## config.mk

```make
export PLATFORM = sky130hd
export DESIGN_NAME = pipeline_stall_sequencer
export DESIGN_NICKNAME = d
export VERILOG_FILES = /design/src/rtl/pipeline_stall_sequencer_pkg.sv /design/src/rtl/pipeline_stall_sequencer_sat_counter.sv /design/src/rtl/pipeline_stall_sequencer.sv
export SDC_FILE = /design/constraint.sdc
export NUM_CORES = 1
export LEC_CHECK = 0
export CAP_MARGIN = 10
export CORE_MARGIN = 2
export CORE_UTILIZATION = 30
export DETAILED_ROUTE_END_ITERATION = 12
export HOLD_SLACK_MARGIN = 0.05
export SLEW_MARGIN = 10
export SYNTH_ARGS = -nofsm -noshare
export SYNTH_HDL_FRONTEND = slang
export SYNTH_SLANG_ARGS = --single-unit
```

## constraint.sdc

```tcl
create_clock -name clk -period 2.6 [get_ports clk]
set_input_delay 0.52 -clock clk [delete_from_list [all_inputs] [get_ports clk]]
set_output_delay 0.52 -clock clk [all_outputs]
set_load 0.03 [all_outputs]
```

## src/rtl/pipeline_stall_sequencer_pkg.sv

```systemverilog
// Shared definitions for the pipeline stall/flush sequencer: FSM state encodings,
// default sizing and the stall-cause priority ordering.
package pipeline_stall_sequencer_pkg;

    typedef enum logic {
        ST_RUN      = 1'b0,
        ST_MDU_BUSY = 1'b1
    } state_e;

    // Stall causes, encoded so that a numerically larger cause wins
    typedef enum logic [2:0] {
        CAUSE_NONE     = 3'd0,
        CAUSE_FLUSH    = 3'd1,
        CAUSE_LOAD_USE = 3'd2,
        CAUSE_MDU      = 3'd3,
        CAUSE_DMEM     = 3'd4
    } stall_cause_e;

    localparam int DEF_MDU_LATENCY = 32;
    localparam int DEF_CNT_W       = 6;
    localparam int DEF_PERF_W      = 32;

endpackage

```

## src/rtl/pipeline_stall_sequencer_sat_counter.sv

```systemverilog
// Saturating up-counter with synchronous clear; clear wins over increment.
module pipeline_stall_sequencer_sat_counter #(
    parameter int W = 32
) (
    input  logic         clk,
    input  logic         rst,
    input  logic         inc_in,
    input  logic         clr_in,
    output logic [W-1:0] count_out
);

    logic [W-1:0] cnt_q;
    logic [W-1:0] cnt_d;

    always_comb begin
        cnt_d = cnt_q;
        if (clr_in) begin
            cnt_d = '0;
        end else if (inc_in && (cnt_q != '1)) begin
            cnt_d = cnt_q + 1'b1;
        end
    end

    always_ff @(posedge clk or posedge rst) begin
        if (rst) begin
            cnt_q <= '0;
        end else begin
            cnt_q <= cnt_d;
        end
    end

    assign count_out = cnt_q;

endmodule

```

## src/rtl/pipeline_stall_sequencer.sv

```systemverilog
// Central stall/flush sequencer for the 5-stage pipeline: merges load-use bubbles,
// iterative mul/div freezes, data-memory waits and branch/jump flushes into register enables.
module pipeline_stall_sequencer
    import pipeline_stall_sequencer_pkg::*;
#(
    parameter int MDU_LATENCY = DEF_MDU_LATENCY,
    parameter int CNT_W       = DEF_CNT_W,
    parameter int PERF_W      = DEF_PERF_W
) (
    input  logic              clk,
    input  logic              rst,
    input  logic              load_use_stall_in,
    input  logic              branch_taken_in,
    input  logic              jump_in,
    input  logic              mdu_start_in,
    input  logic              dmem_wait_in,
    input  logic              perf_clr_in,
    output logic              PCWrite_out,
    output logic              IF_ID_write_out,
    output logic              IF_ID_flush_out,
    output logic              ID_EX_hold_out,
    output logic              ID_EX_nop_out,
    output logic              EX_MEM_hold_out,
    output logic              EX_MEM_nop_out,
    output logic              mdu_busy_out,
    output logic              mdu_done_out,
    output logic              proto_err_out,
    output logic [PERF_W-1:0] stall_cycles_out
);

    localparam logic [CNT_W-1:0] MDU_LOAD = CNT_W'(MDU_LATENCY - 1);

    state_e            state_q, state_d;
    logic [CNT_W-1:0]  mdu_cnt_q, mdu_cnt_d;
    logic              proto_err_q, proto_err_d;
    stall_cause_e      cause;
    logic              mdu_last;

    assign mdu_last = (state_q == ST_MDU_BUSY) && (mdu_cnt_q == '0);

    always_comb begin
        cause = CAUSE_NONE;
        if (dmem_wait_in) begin
            cause = CAUSE_DMEM;
        end else if (state_q == ST_MDU_BUSY) begin
            cause = CAUSE_MDU;
        end else if (load_use_stall_in) begin
            cause = CAUSE_LOAD_USE;
        end else if (branch_taken_in || jump_in) begin
            cause = CAUSE_FLUSH;
        end
    end

    // MDU sequencing runs regardless of dmem_wait: the multiplier keeps iterating
    always_comb begin
        state_d     = state_q;
        mdu_cnt_d   = mdu_cnt_q;
        proto_err_d = proto_err_q;
        case (state_q)
            ST_RUN: begin
                if (mdu_start_in) begin
                    state_d   = ST_MDU_BUSY;
                    mdu_cnt_d = MDU_LOAD;
                end
            end
            ST_MDU_BUSY: begin
                if (mdu_start_in) begin
                    proto_err_d = 1'b1;
                end
                if (mdu_cnt_q == '0) begin
                    state_d = ST_RUN;
                end else begin
                    mdu_cnt_d = mdu_cnt_q - 1'b1;
                end
            end
            default: state_d = ST_RUN;
        endcase
    end

    always_ff @(posedge clk or posedge rst) begin
        if (rst) begin
            state_q     <= ST_RUN;
            mdu_cnt_q   <= '0;
            proto_err_q <= 1'b0;
        end else begin
            state_q     <= state_d;
            mdu_cnt_q   <= mdu_cnt_d;
            proto_err_q <= proto_err_d;
        end
    end

    // While reset is held the pipeline is kept empty: PC frozen and bubbles everywhere
    always_comb begin
        PCWrite_out     = 1'b1;
        IF_ID_write_out = 1'b1;
        IF_ID_flush_out = 1'b0;
        ID_EX_hold_out  = 1'b0;
        ID_EX_nop_out   = 1'b0;
        EX_MEM_hold_out = 1'b0;
        EX_MEM_nop_out  = 1'b0;
        if (rst) begin
            PCWrite_out     = 1'b0;
            IF_ID_write_out = 1'b0;
            IF_ID_flush_out = 1'b1;
            ID_EX_nop_out   = 1'b1;
            EX_MEM_nop_out  = 1'b1;
        end else begin
            case (cause)
                CAUSE_DMEM: begin
                    PCWrite_out     = 1'b0;
                    IF_ID_write_out = 1'b0;
                    ID_EX_hold_out  = 1'b1;
                    EX_MEM_hold_out = 1'b1;
                end
                CAUSE_MDU: begin
                    PCWrite_out     = 1'b0;
                    IF_ID_write_out = 1'b0;
                    ID_EX_hold_out  = 1'b1;
                    EX_MEM_nop_out  = 1'b1;
                end
                CAUSE_LOAD_USE: begin
                    PCWrite_out     = 1'b0;
                    IF_ID_write_out = 1'b0;
                    ID_EX_nop_out   = 1'b1;
                end
                CAUSE_FLUSH: begin
                    IF_ID_flush_out = 1'b1;
                end
                default: ;
            endcase
        end
    end

    assign mdu_busy_out  = !rst && (state_q == ST_MDU_BUSY);
    assign mdu_done_out  = !rst && mdu_last;
    assign proto_err_out = proto_err_q;

    pipeline_stall_sequencer_sat_counter #(
        .W (PERF_W)
    ) u_stall_cnt (
        .clk       (clk),
        .rst       (rst),
        .inc_in    (!PCWrite_out && !rst),
        .clr_in    (perf_clr_in),
        .count_out (stall_cycles_out)
    );

endmodule

```

Yosys cells after proc, flatten, opt, wreduce, memory -nomap -nowiden --
Index checks and enable logic that the tools add are counted.
Storage, ports and cells: bits in registers 40
Operators by class: $add $sub $neg 2, eq/ne operators 7, mux-type cells 24, bitwise operators 1, reduce and logical (&&, ||, !) cells 14
Operators with widths (number):
- 32-bit 2-to-1 mux | 2
- 32-bit by 1-bit adder with 32-bit output (second input constant) | 1
- 32-bit inequality test (second input constant) | 1
- 1-bit 2-to-1 mux | 15
- 6-bit 2-to-1 mux | 2
- 6-bit case mux with 2 select lines | 1
- 3-bit by 2-bit equality test with 1-bit output (second input constant) | 2
- 6-bit logical NOT | 1
- 3-bit 2-to-1 mux | 2
- 6-bit by 1-bit subtractor with 6-bit output (second input constant) | 1
- 1-bit logical AND | 5
- 2-bit inequality test (second input constant) | 2
- 2-bit AND reduction | 2
- 3-bit by 1-bit equality test with 1-bit output (second input constant) | 1
- 3-bit equality test (second input constant) | 1
- 3-bit OR reduction | 1
- 1-bit logical NOT | 2
- 2-bit 2-to-1 mux | 1
- 1-bit case mux with 2 select lines | 1
- 2-bit nonzero test | 1
- 2-bit OR reduction | 1
- 1-bit logical OR | 1
- 1-bit NOT | 1

Longest topological paths before layout --
depth after elaboration 14, gate-level depth with buffers 7

By module --
Synthesis repeated with hierarchy kept, for this count alone.
Unflattened totals: cell total of the unflattened synthesis 238, area total of the unflattened synthesis 2234.6 um^2
Modules (own cells, without submodules):
- pipeline_stall_sequencer_sat_counter | times used 1, cells each 186, area each 1740.4 um^2
- pipeline_stall_sequencer | times used 1, cells each 52, area each 494.2 um^2

Least setup slack after synthesis --
Ideal clock, no wire load.
path kind input port to output port, from input port rst, to output port PCWrite_out, data arrival time 2092 ps, required time 2080 ps, path slack -12 ps, stages 3, path buffers 2, cell sequence clkbuf_1 nor4_1 buf_4
On the way: cells in the longest elaborated chain, start to end 1
Ends and longest elaborated chain:
- start, declared | RTL line pipeline_stall_sequencer.sv:11 | input logic rst,
- 1-bit 2-to-1 mux
- end, declared | RTL line pipeline_stall_sequencer.sv:18 | output logic PCWrite_out,
No other way between the ends.

Final worst setup path --
from input port dmem_wait_in, to output port IF_ID_flush_out
On the way: cells in the longest elaborated chain, start to end 4
Ends and longest elaborated chain:
- start, declared | RTL line pipeline_stall_sequencer.sv:16 | input logic dmem_wait_in,
- 3-bit 2-to-1 mux | RTL line pipeline_stall_sequencer.sv:43 | if (dmem_wait_in) begin
- 3-bit by 1-bit equality test with 1-bit output | RTL line pipeline_stall_sequencer.sv:108 | case (cause)
- 1-bit 2-to-1 mux | RTL line pipeline_stall_sequencer.sv:108
- 1-bit 2-to-1 mux | RTL line pipeline_stall_sequencer.sv:101 | if (rst) begin
- end, declared | RTL line pipeline_stall_sequencer.sv:20 | output logic IF_ID_flush_out,
No other way between the ends.

==> implementation parameters <==
Parameter                              Value

Synthesis
  Count of warnings emitted by yosys    0
  Average footprint of a synthesized cell    9.35 µm²
  Largest area contributor in the netlist    dfrtp_1
  Mapped Area    2360 µm²
  Count of distinct cell types in the synthesized netlist    48
  Register bit total from synthesis    40
  Sequential share of the synthesized area    42.3%
  Gate count of the mapped netlist    253
  Number of enable-type register cells in the synthesized netlist    0
  Fraction of synthesized cell area taken by the top area cell type    42.3%
  Share of async-settable or async-resettable flops after synthesis    100%
  Post-synthesis net count    264
  Most frequently used cell type in the post-synthesis netlist    dfrtp_1
  Synth area leaders    dfrtp_1 42%, a21oi_1 5.5%, or3_1 4.5%
  Cell types with the highest counts after synthesis    40 x dfrtp_1, 26 x a21oi_1, 18 x nor2_1
  Dominant register cell in the synthesized netlist    dfrtp_1

Detailed routing
  Final routed wire length divided by cell count    14.1 µm
  Post-Route WL    5800 µm
  Initial drt markers    92
  Residual DRC    0
  Sum of met2 wire segment lengths after detailed routing    2750 µm
  Router iterations before antenna repair    4
  Routed via count    2135
  Routed length on met1    2730 µm
  Antenna-violating nets left    0
  Detailed-route vias per instance    5.19
  Max Used Layer    met4
  Met3 routed wirelength    234 µm

STA
  Fin Setup TNS    0 ns
  RSZ-0062 raised after global routing    no
  Worst Clk Skew    0.00576 ns
  Tcrit/Tclk final    88.3%
  Number of slew-limit violations in the final report    0
  Highest clock frequency the design can meet    0.436 GHz
  Worst-case setup margin in the final layout    0.304 ns
  Relative max-transition margin    65.0%
  Worst-margin pin slew    0.524 ns
  Final hold slack    0.459 ns
  Fin. Hold Viols    0
  Final count of negative-setup-slack endpoints    0
  Min Tclk post-route    2.30 ns

Critical path
  Crit path required time    2.08 ns
  Start-to-end type of the worst setup path    primary input to output pin
  Highest-delay cell along the critical path    clkdlybuf4s50_1
  Startpoint types    primary input
  Critical Path AT    1.78 ns
  Most numerous cell on the critical path    nor2_1
  Highest fanout seen on the critical path    5
  Critical Path Sink Type    output pin
  Maximum single-stage delay on the critical path    0.46 ns
  Cells along the critical path    clkdlybuf4s50_1 > nor3_2 > nor2_1 > nor2_1 > buf_4

Clocking
  CTS tree    done
  Total of cells resized after clock tree synthesis    0
  Root buf cell    clkbuf_8
  Count of clock tree sinks    40
  Maximum level of the CTS H-tree    2
  Clock tree buffer depth    2
  Post-CTS setup buffer count    0
  Worst-skew pair later-pin latency    0.29 ns
  Hold_buf cts    0
  Num CTS Buffers    5
  Clock slew at reported path FFs    0.08 ns

Die
  Area inside the core boundary    7690 µm²
  I/O pins    50
  Chip Width    92.8 µm
  Die H    92.8 µm
  Initial core utilization    30.8%
  Floorplan row count    32
  Full die area    8610 µm²

Power
  Pwr dens    446 nW/µm²
  Peak supply drop    0.246 mV
  Standby leakage power    1.14 nW
  Total power draw    1.37 mW

Layout
  Final cell count without fillers    411
  Diode count    0
  Layout-stage area growth over the synthesis result    29.7%
  Filler cell count in the final layout    795
  Post-layout nets    320
  Layout cells sized above 1    13.9%
  Final core utilization    39.9%
  Cell area after layout    3070 µm²

GRT
  Initial antenna violation count    0
  Global-route wire length before repair    9770 µm
  Remaining global-route overflow    0
  Overall global routing resource usage    13.9%
  Maximum number of pins on one net before global-route repair    41
  Number of global-route vias before repair    2035

Place
  Post-Place Worst Slack    0.0509 ns
  Inst Count DP    404
  Placed standard-cell area    2990 µm²
  Detailed-placement wirelength estimate    4240 µm
  Placer's final routability congestion estimate    0.750
  Port Buffers    49

Min path
  Path type of the worst min-delay path    flip-flop to flip-flop

Outcome
  Outcome    complete, no violations

Job
  Max cap viols    0
-- layout make-up --
class / instances / area, µm² / area share, %
clock buffer: 6 / 72.6 / 2.37
inverter: 10 / 37.5 / 1.22
sequential: 40 / 1000 / 32.6
multi-input combinational: 195 / 1290 / 42.1
tap: 102 / 128 / 4.16
clock inverter: 1 / 5.00 / 0.163
timing repair buffer: 57 / 533 / 17.4
-- sequential cells by signal (all words and copies together), names as in the netlist --
| signal | flops |
|---|---|
| u_stall_cnt.count_out | 32 |
| state_q | 1 |
| mdu_cnt_q | 6 |
| proto_err_out | 1 |
-- worst paths after layout --
check	startpoint	endpoint	slack [ns]	cells past startpoint
min in group asynchronous	rst	state_q	0.95	4
setup / recovery	dmem_wait_in	IF_ID_flush_out	0.30	5
hold reg to reg	proto_err_out	proto_err_out	0.46	1
hold / removal	proto_err_out	proto_err_out	0.46	1
max in group asynchronous	rst	u_stall_cnt.count_out[5]	1.30	4
setup reg to reg	u_stall_cnt.count_out[0]	u_stall_cnt.count_out[14]	0.48	5
-- layout by cell type (no fill, tap or decap), types with 2 or more instances in the layout --
cell / synthesis / routed
a21o_1: 2 / 2
ha_1: 3 / 3
and2_1: 2 / 2
o21a_1: 2 / 2
clkdlybuf4s50_1: 0 / 40
xnor2_1: 5 / 5
and3_1: 5 / 5
nand2_1: 15 / 15
nor2b_1: 3 / 3
nand4_1: 9 / 9
o211ai_1: 2 / 2
and4_1: 4 / 4
clkbuf_8: 0 / 5
or4_1: 8 / 8
nor4_2: 1 / 2
nand4_2: 3 / 3
buf_4: 3 / 16
nor4_1: 3 / 2
a21oi_1: 26 / 26
o21ai_0: 16 / 16
mux2i_1: 2 / 2
nand3_1: 12 / 12
inv_1: 10 / 10
o31ai_1: 9 / 9
nor2_1: 18 / 18
or2_2: 2 / 2
dfrtp_1: 40 / 40
or3_1: 17 / 17
nor3_2: 3 / 3
nor3_1: 5 / 5
-- cells by family after synthesis --
logic type                 Yosys count  synth area share (%)
DFF                                 40                  42.3
and+or+nand+nor                    119                  32.0
AOI/OAI and AO/OA                   64                  17.2
muxes                                3                  1.32
buffers and inverters               18                  3.39
xor gates and xnor gates             6                  2.22
adders and majority gates            3                  1.59
-- layer usage --
layer	GRT usage (%)	vias to the layer above
met3	3.09	8
met1	18.8	1027
li1	-	1058
met2	22.3	42
met5	0	-
met4	3.68	0
-- report_power, final --
| group | internal [mW] | switching, mW | total [mW] |
|---|---|---|---|
| combinational | 0.108 | 0.133 | 0.241 |
| clock | 0.183 | 0.217 | 0.400 |
| sequential | 0.674 | 0.0538 | 0.728 |
| total | 0.965 | 0.404 | 1.37 |
-- critical path, delay by kind of cell --
kind	cells	cell delay (ns)
buffers and inverters	2	0.63
and+or+nand+nor	3	0.62
(Power assumes the default switching activity.)
